File: config.mk
export PLATFORM = sky130hd
export DESIGN_NAME = pipelined_controller
export DESIGN_NICKNAME = d
export VERILOG_FILES = /design/src/rtl/pipelined_controller.sv
export SDC_FILE = /design/constraint.sdc
export NUM_CORES = 1
export LEC_CHECK = 0
export BUFFER_PORTS_ARGS = -buffer_cell sky130_fd_sc_hd__buf_2
export CAP_MARGIN = 10
export CORE_ASPECT_RATIO = 1.1
export CORE_UTILIZATION = 51
export DETAILED_ROUTE_END_ITERATION = 8
export GPL_TIMING_DRIVEN = 0
export HOLD_SLACK_MARGIN = 0.03
export MAX_ROUTING_LAYER = met4
export PLACE_DENSITY_LB_ADDON = 0.1
export REMOVE_ABC_BUFFERS = 1
export SLEW_MARGIN = 20
export SYNTH_ARGS = -nofsm -noshare
export SYNTH_HDL_FRONTEND = slang
export SYNTH_SLANG_ARGS = --single-unit
File: constraint.sdc
create_clock -name Clk -period 3.1 [get_ports Clk]
set_input_delay 0.155 -clock Clk [delete_from_list [all_inputs] [get_ports Clk]]
set_output_delay 0.155 -clock Clk [all_outputs]
set_load 0.03 [all_outputs]
File: src/rtl/pipelined_controller.sv
// ---------------------------------------------------------------------------
// pipelined_controller
//   Control unit for a 5-stage MIPS pipeline. Decodes the instruction held in
//   the IF/ID register, carries the control bits through ID/EX, EX/MEM and
//   MEM/WB, inserts a one-cycle stall plus bubble on a load-use hazard, and
//   flushes IF/ID and ID/EX when the EX stage redirects the PC.
//
// Ports
//   Clk, Rst      clock (rising edge), synchronous active-high reset
//   Instruction   IF/ID instruction being decoded (ID stage)
//   Redirect      EX stage reports a taken branch/jump this cycle
//   PCWrite       0 = hold PC (load-use stall)
//   IFIDWrite     0 = hold IF/ID (load-use stall)
//   IFIDFlush     1 = load a NOP into IF/ID
//   Ex*           EX-stage controls (ALUOp, ALUSrc, Branch, JR, JAL)
//   Mem*          MEM-stage controls (MemRead, MemWrite, MemSize)
//   Wb*           WB-stage controls (RegWrite, MemtoReg, JAL, WriteReg)
// ---------------------------------------------------------------------------
module pipelined_controller #(
    parameter int ALUOP_W   = 6,
    parameter int REG_W     = 5,
    parameter int LINK_REG  = 31,
    parameter int HAZARD_EN = 1
) (
    input  logic               Clk,
    input  logic               Rst,
    input  logic [31:0]        Instruction,
    input  logic               Redirect,
    output logic               PCWrite,
    output logic               IFIDWrite,
    output logic               IFIDFlush,
    output logic [ALUOP_W-1:0] ExALUOp,
    output logic               ExALUSrc,
    output logic               ExBranch,
    output logic               ExJR,
    output logic               ExJAL,
    output logic               MemRead,
    output logic               MemWrite,
    output logic [1:0]         MemSize,
    output logic               WbRegWrite,
    output logic               WbMemtoReg,
    output logic               WbJAL,
    output logic [REG_W-1:0]   WbWriteReg
);

    typedef struct packed {
        logic [ALUOP_W-1:0] alu_op;
        logic               alu_src;
        logic               branch;
        logic               jr;
        logic               jal;
        logic               mem_read;
        logic               mem_write;
        logic [1:0]         mem_size;
        logic               reg_write;
        logic               memto_reg;
        logic [REG_W-1:0]   dest;
    } id_ex_t;

    typedef struct packed {
        logic               mem_read;
        logic               mem_write;
        logic [1:0]         mem_size;
        logic               reg_write;
        logic               memto_reg;
        logic               jal;
        logic [REG_W-1:0]   dest;
    } ex_mem_t;

    typedef struct packed {
        logic               reg_write;
        logic               memto_reg;
        logic               jal;
        logic [REG_W-1:0]   dest;
    } mem_wb_t;

    logic [5:0] op, funct;
    logic [4:0] rs, rt, rd;
    logic       unused_shamt;

    assign op           = Instruction[31:26];
    assign rs           = Instruction[25:21];
    assign rt           = Instruction[20:16];
    assign rd           = Instruction[15:11];
    assign funct        = Instruction[5:0];
    assign unused_shamt = ^Instruction[10:6];

    id_ex_t  dec;
    logic    uses_rs, uses_rt;
    id_ex_t  id_ex_d, id_ex_q;
    ex_mem_t ex_mem_d, ex_mem_q;
    mem_wb_t mem_wb_d, mem_wb_q;
    logic    load_use, stall;

    // Opcode low bits select the access size: x11 word, x01 half, x00 byte.
    function automatic logic [1:0] size_of(input logic [5:0] opc);
        return (opc[1:0] == 2'b11) ? 2'b00 : (opc[0] ? 2'b01 : 2'b10);
    endfunction

    // ID-stage decode
    always_comb begin
        // NOTE: every variable assigned here gets a default first, so no path can infer a latch.
        dec     = '0;
        uses_rs = 1'b1;
        uses_rt = 1'b0;
        case (op)
            6'b000000: begin                                   // R-type
                uses_rt       = 1'b1;
                dec.memto_reg = 1'b1;
                if (funct == 6'b001000) begin                  // jr
                    dec.branch = 1'b1;
                    dec.jr     = 1'b1;
                end else begin
                    dec.reg_write = 1'b1;
                    dec.dest      = REG_W'(rd);
                end
            end
            6'b001000, 6'b001100, 6'b001101, 6'b001110: begin  // addi/andi/ori/xori
                dec.alu_op    = ALUOP_W'(op);
                dec.alu_src   = 1'b1;
                dec.reg_write = 1'b1;
                dec.memto_reg = 1'b1;
                dec.dest      = REG_W'(rt);
            end
            6'b100011, 6'b100001, 6'b100000: begin             // lw/lh/lb
                dec.alu_op    = ALUOP_W'(op);
                dec.alu_src   = 1'b1;
                dec.mem_read  = 1'b1;
                dec.mem_size  = size_of(op);
                dec.reg_write = 1'b1;
                dec.dest      = REG_W'(rt);
            end
            6'b101011, 6'b101001, 6'b101000: begin             // sw/sh/sb
                uses_rt       = 1'b1;
                dec.alu_op    = ALUOP_W'(op);
                dec.alu_src   = 1'b1;
                dec.mem_write = 1'b1;
                dec.mem_size  = size_of(op);
            end
            6'b000001, 6'b000100, 6'b000101, 6'b000110, 6'b000111: begin
                uses_rt    = (op == 6'b000100) || (op == 6'b000101);  // beq/bne compare rt
                dec.alu_op = ALUOP_W'(op);
                dec.branch = 1'b1;
            end
            6'b000010: begin                                   // j
                uses_rs    = 1'b0;
                dec.alu_op = ALUOP_W'(op);
                dec.branch = 1'b1;
            end
            6'b000011: begin                                   // jal
                uses_rs       = 1'b0;
                dec.alu_op    = ALUOP_W'(op);
                dec.branch    = 1'b1;
                dec.jal       = 1'b1;
                dec.reg_write = 1'b1;
                dec.dest      = REG_W'(LINK_REG);
            end
            default: ;                                         // unknown opcode: NOP
        endcase
        // Register 0 is hard-wired; a write to it must never reach WB.
        if (dec.dest == '0) dec.reg_write = 1'b0;
    end

    // Load-use hazard against the load sitting in EX. A redirect discards the
    // dependent instruction anyway, so it wins over the stall.
    always_comb begin
        load_use = (HAZARD_EN != 0) && id_ex_q.mem_read && (id_ex_q.dest != '0) &&
                   ((uses_rs && (REG_W'(rs) == id_ex_q.dest)) ||
                    (uses_rt && (REG_W'(rt) == id_ex_q.dest)));
        stall     = load_use && !Redirect && !Rst;
        PCWrite   = !stall;
        IFIDWrite = !stall;
        IFIDFlush = Redirect && !Rst;
    end

    always_comb begin
        id_ex_d  = (load_use || Redirect) ? '0 : dec;
        ex_mem_d = '{mem_read:  id_ex_q.mem_read,  mem_write: id_ex_q.mem_write,
                     mem_size:  id_ex_q.mem_size,  reg_write: id_ex_q.reg_write,
                     memto_reg: id_ex_q.memto_reg, jal:       id_ex_q.jal,
                     dest:      id_ex_q.dest};
        mem_wb_d = '{reg_write: ex_mem_q.reg_write, memto_reg: ex_mem_q.memto_reg,
                     jal:       ex_mem_q.jal,       dest:      ex_mem_q.dest};
    end

    always_ff @(posedge Clk) begin
        // NOTE: non-blocking assignments so every stage advances from its pre-edge value.
        if (Rst) begin
            id_ex_q  <= '0;
            ex_mem_q <= '0;
            mem_wb_q <= '0;
        end else begin
            id_ex_q  <= id_ex_d;
            ex_mem_q <= ex_mem_d;
            mem_wb_q <= mem_wb_d;
        end
    end

    assign ExALUOp    = id_ex_q.alu_op;
    assign ExALUSrc   = id_ex_q.alu_src;
    assign ExBranch   = id_ex_q.branch;
    assign ExJR       = id_ex_q.jr;
    assign ExJAL      = id_ex_q.jal;
    assign MemRead    = ex_mem_q.mem_read;
    assign MemWrite   = ex_mem_q.mem_write;
    assign MemSize    = ex_mem_q.mem_size;
    assign WbRegWrite = mem_wb_q.reg_write;
    assign WbMemtoReg = mem_wb_q.memto_reg;
    assign WbJAL      = mem_wb_q.jal;
    assign WbWriteReg = mem_wb_q.dest;

endmodule

==> flow_metrics.tcl <==
set metrics [dict create \
    dr.first_iter.drc_count 29 \
    finalHoldWorstSlack_ns 0.0663 \
    max_cap_viol_count 0 \
    irDropWorstVdd_mv 0.352 \
    hold_depth 3 \
    critPathLaunchType "flop" \
    antennaDiodeCount 0 \
    leakage_uw 0.000818 \
    sw_frac_of_total_pct 23.1 \
    antenna_left 0 \
    grt_max_degree 23 \
    critPathKind "flop to flop" \
    skew_ns 0.00382 \
    tns_ns 0 \
    min_path_type "input pin to flop" \
    status "finished, final reports clean" \
    finalCriticalPeriod_ns 2.60 \
    slowest_delay_ns 0.75 \
    drive_above_1_share_pct 31.1 \
    max_freq_mhz 384 \
    rrSetupSlack_ns 0.50 \
    fill_cells 252 \
    end_kind "flop" \
    met3_length_um 178 \
    hold_buffers 2 \
    fin_crit_sh_pct 84.0 \
    antenna_found_initial 0 \
    grt_pass1_wl_um 4710 \
    worstMarginPinSlew_ns 0.824 \
    p_switching_uw 221 \
    min_from "Instruction[11]" \
    r2r_start "ex_mem_d[3]$_SDFF_PP0_" \
    synth.largest_area_cell "dfxtp_1" \
    dpl.hpwl_um 2160 \
    p_seq_share_pct 56.1 \
    syn_avg_cell_area_sq_um 9.83 \
    synthToLayoutAreaGrowth_pct 24.0 \
    cts-buffers-inserted 5 \
    coreArea_sq_um 2800 \
    worstPathCellList "xnor2_1 > nand4_1 > or3_1 > o311ai_4 > nor4_2 > dlygate4sd3_1" \
    mostFrequentLayoutCells "buf_2 (54), dfxtp_1 (41), nor2b_1 (26), nor2_1 (12)" \
    syn_inst 156 \
    met1_length_um 1220 \
    intPower_uw 734 \
    ctsHtreeMaxLevel 2 \
    r2r_cells 6 \
    gp_congestion 0.802 \
    start_util_pct 54.7 \
    clk_pin_slew_ns 0.11 \
    wl_per_cell_um 12.0 \
    rows 20 \
    boundaryPins 60 \
    numPortBuffers 54 \
    worst_path_max_delay_cell "o311ai_4" \
    required_ns 3.35 \
    worstHoldEndpoint "ex_mem_d[0]$_SDFF_PP0_" \
    grt_usage_pct 21.1 \
    hold_viol 0 \
    wirelength_um 2910 \
    arrival_ns 2.85 \
    rsz0062_at_grt "no" \
    syn_area_sq_um 1530 \
    utilization_pct 67.9 \
    grt_overflow_total 0 \
    p_comb_share_pct 9.3 \
    clkPwrFrac_pct 34.6 \
    first_pass_iters 4 \
    yosysSeqAreaShare_pct 53.5 \
    cts_setup_buffers 0 \
    insertion_delay_ns 0.35 \
    setup_violations 0 \
    r2r-end "ex_mem_d[6]$_SDFF_PP0_" \
    yosysUniqueCellTypes 36 \
    synth_top_cell_area_share_pct 53.5 \
    cts_resized 0 \
    drv_slew 0 \
    die_area_sq_um 3230 \
    cp-startpoint "ex_mem_d[3]$_SDFF_PP0_" \
    ys_ff_latch 41 \
    vias_per_cell 5.10 \
    die_h_um 59.5 \
    power_density_nw_per_um2 502 \
    slew_headroom_pct 44.9 \
    clockBufferDepth 2 \
    yosysWarnings 0 \
    crit_family "compound AO/OA/AOI/OAI gates" \
    cp_max_fo 20 \
    yosys-top-cells-area "dfxtp_1 (54%), nor2b_1 (11%), xnor2_1 (5.1%), nor3_1 (2.9%), nor2_1 (2.9%)" \
    grt_pass1_vias 1101 \
    ctsRootBufferMaster "clkbuf_4" \
    dr_total_vias 1235 \
    wl_met2_um 1460 \
    final_nets 244 \
    top_layer_used "met4" \
    final_common_cell "buf_2" \
    critPathBufInv 1 \
    cts_tree "built" \
    numClockSinks 41 \
    drc 0 \
    die_x_um 54.3 \
]
cell usage after synthesis:
cell,number
or3_1,2
or4_1,3
a21oi_1,1
o311ai_1,1
nor4_1,1
o31ai_1,2
inv_1,3
nand4_1,1
nor3b_1,1
nand3_1,1
o21ai_2,1
nor4_2,2
nor2b_1,26
nand2_1,8
a31oi_1,2
a2111oi_0,1
a221oi_1,5
dfxtp_1,41
nor4b_1,2
and3_1,1
xnor2_1,9
o21ai_0,1
buf_2,4
nand3b_1,1
clkbuf_1,3
o22a_1,1
nor2_1,12
o22ai_1,1
o21a_1,1
conb_1,1
xor2_1,1
buf_4,3
nor3_1,9
a211oi_1,1
a21boi_0,1
nand2b_1,2
area by class of cell:
type,count,area (sq um),share of cell area (%)
Clock inverter,2,35.0,1.84
Sequential cell,41,821,43.2
Timing Repair Buffer,56,290,15.3
Multi-Input combinational cell,102,666,35.0
Tap cell,33,41.3,2.17
Inverter,3,11.3,0.592
Clock buffer,5,37.5,1.97
state kept, by name (all words and copies together), names as in the netlist:
name,count
ExALUSrc,1
WbWriteReg,5
MemRead,1
WbJAL,1
ExALUOp,6
ExBranch,1
ExJAL,1
ExJR,1
MemSize,2
WbRegWrite,1
WbMemtoReg,1
ex_mem_q,8
ex_mem_d,11
MemWrite,1
metrics by stage:
stage | cells | setup slack (ns) | power [uW] | cell area [sq um]
after floorplan | 146 | 0.484 | 591 | 1480
after global placement | 233 | -0.0261 | 630 | 1790
after detailed placement | 233 | 0.984 | 635 | 1810
after CTS | 242 | 0.491 | 962 | 1900
after global routing | 242 | 0.343 | 995 | 1900
final | 242 | 0.495 | 955 | 1900
worst register-to-register path, cell delays in order, from the launching register on:
cell	delay (ns)
dfxtp_1	0.42
xnor2_1	0.14
nand4_1	0.11
or3_1	0.42
o311ai_4	0.75
nor4_2	0.09
dlygate4sd3_1	0.57
power by group through the flow:
| stage | combinational [uW] | clock (uW) | sequential (uW) |
|---|---|---|---|
| after floorplan | 37.6 | 0 | 554 |
| after detailed placement | 87.6 | 0 | 547 |
| after CTS | 89.3 | 337 | 535 |
| after global placement | 83.2 | 0 | 547 |
| after global routing | 98.5 | 360 | 536 |
| final | 89.3 | 330 | 535 |
kinds of logic (layout without fill, tap and decap cells):
kind of cell	count (synthesis)	in the layout	synth area share, %
flops	41	41	53.5
buf+inv	13	66	4.24
compound gates	19	19	9.46
other cells	1	1	0.244
simple gates	72	72	26.8
xor+xnor	10	10	5.71
worst max-delay path by stage:
stage / endpoint / cells after the start
after global routing: ex_mem_d[6]$_SDFF_PP0_ / 6
after CTS: ex_mem_d[6]$_SDFF_PP0_ / 6
after detailed placement: ExJR$_SDFF_PP0_ / 5
final: ex_mem_d[6]$_SDFF_PP0_ / 6
after floorplan: ExJR$_SDFF_PP0_ / 5
after global placement: ExJR$_SDFF_PP0_ / 5
layer usage:
metal / track usage, % / vias to the layer above
met4: 9.52 / 0
met3: 6.92 / 6
met1: 22.3 / 554
met5: - / -
li1: - / 636
met2: 34.8 / 39
Power figures use the tool's default switching activity.
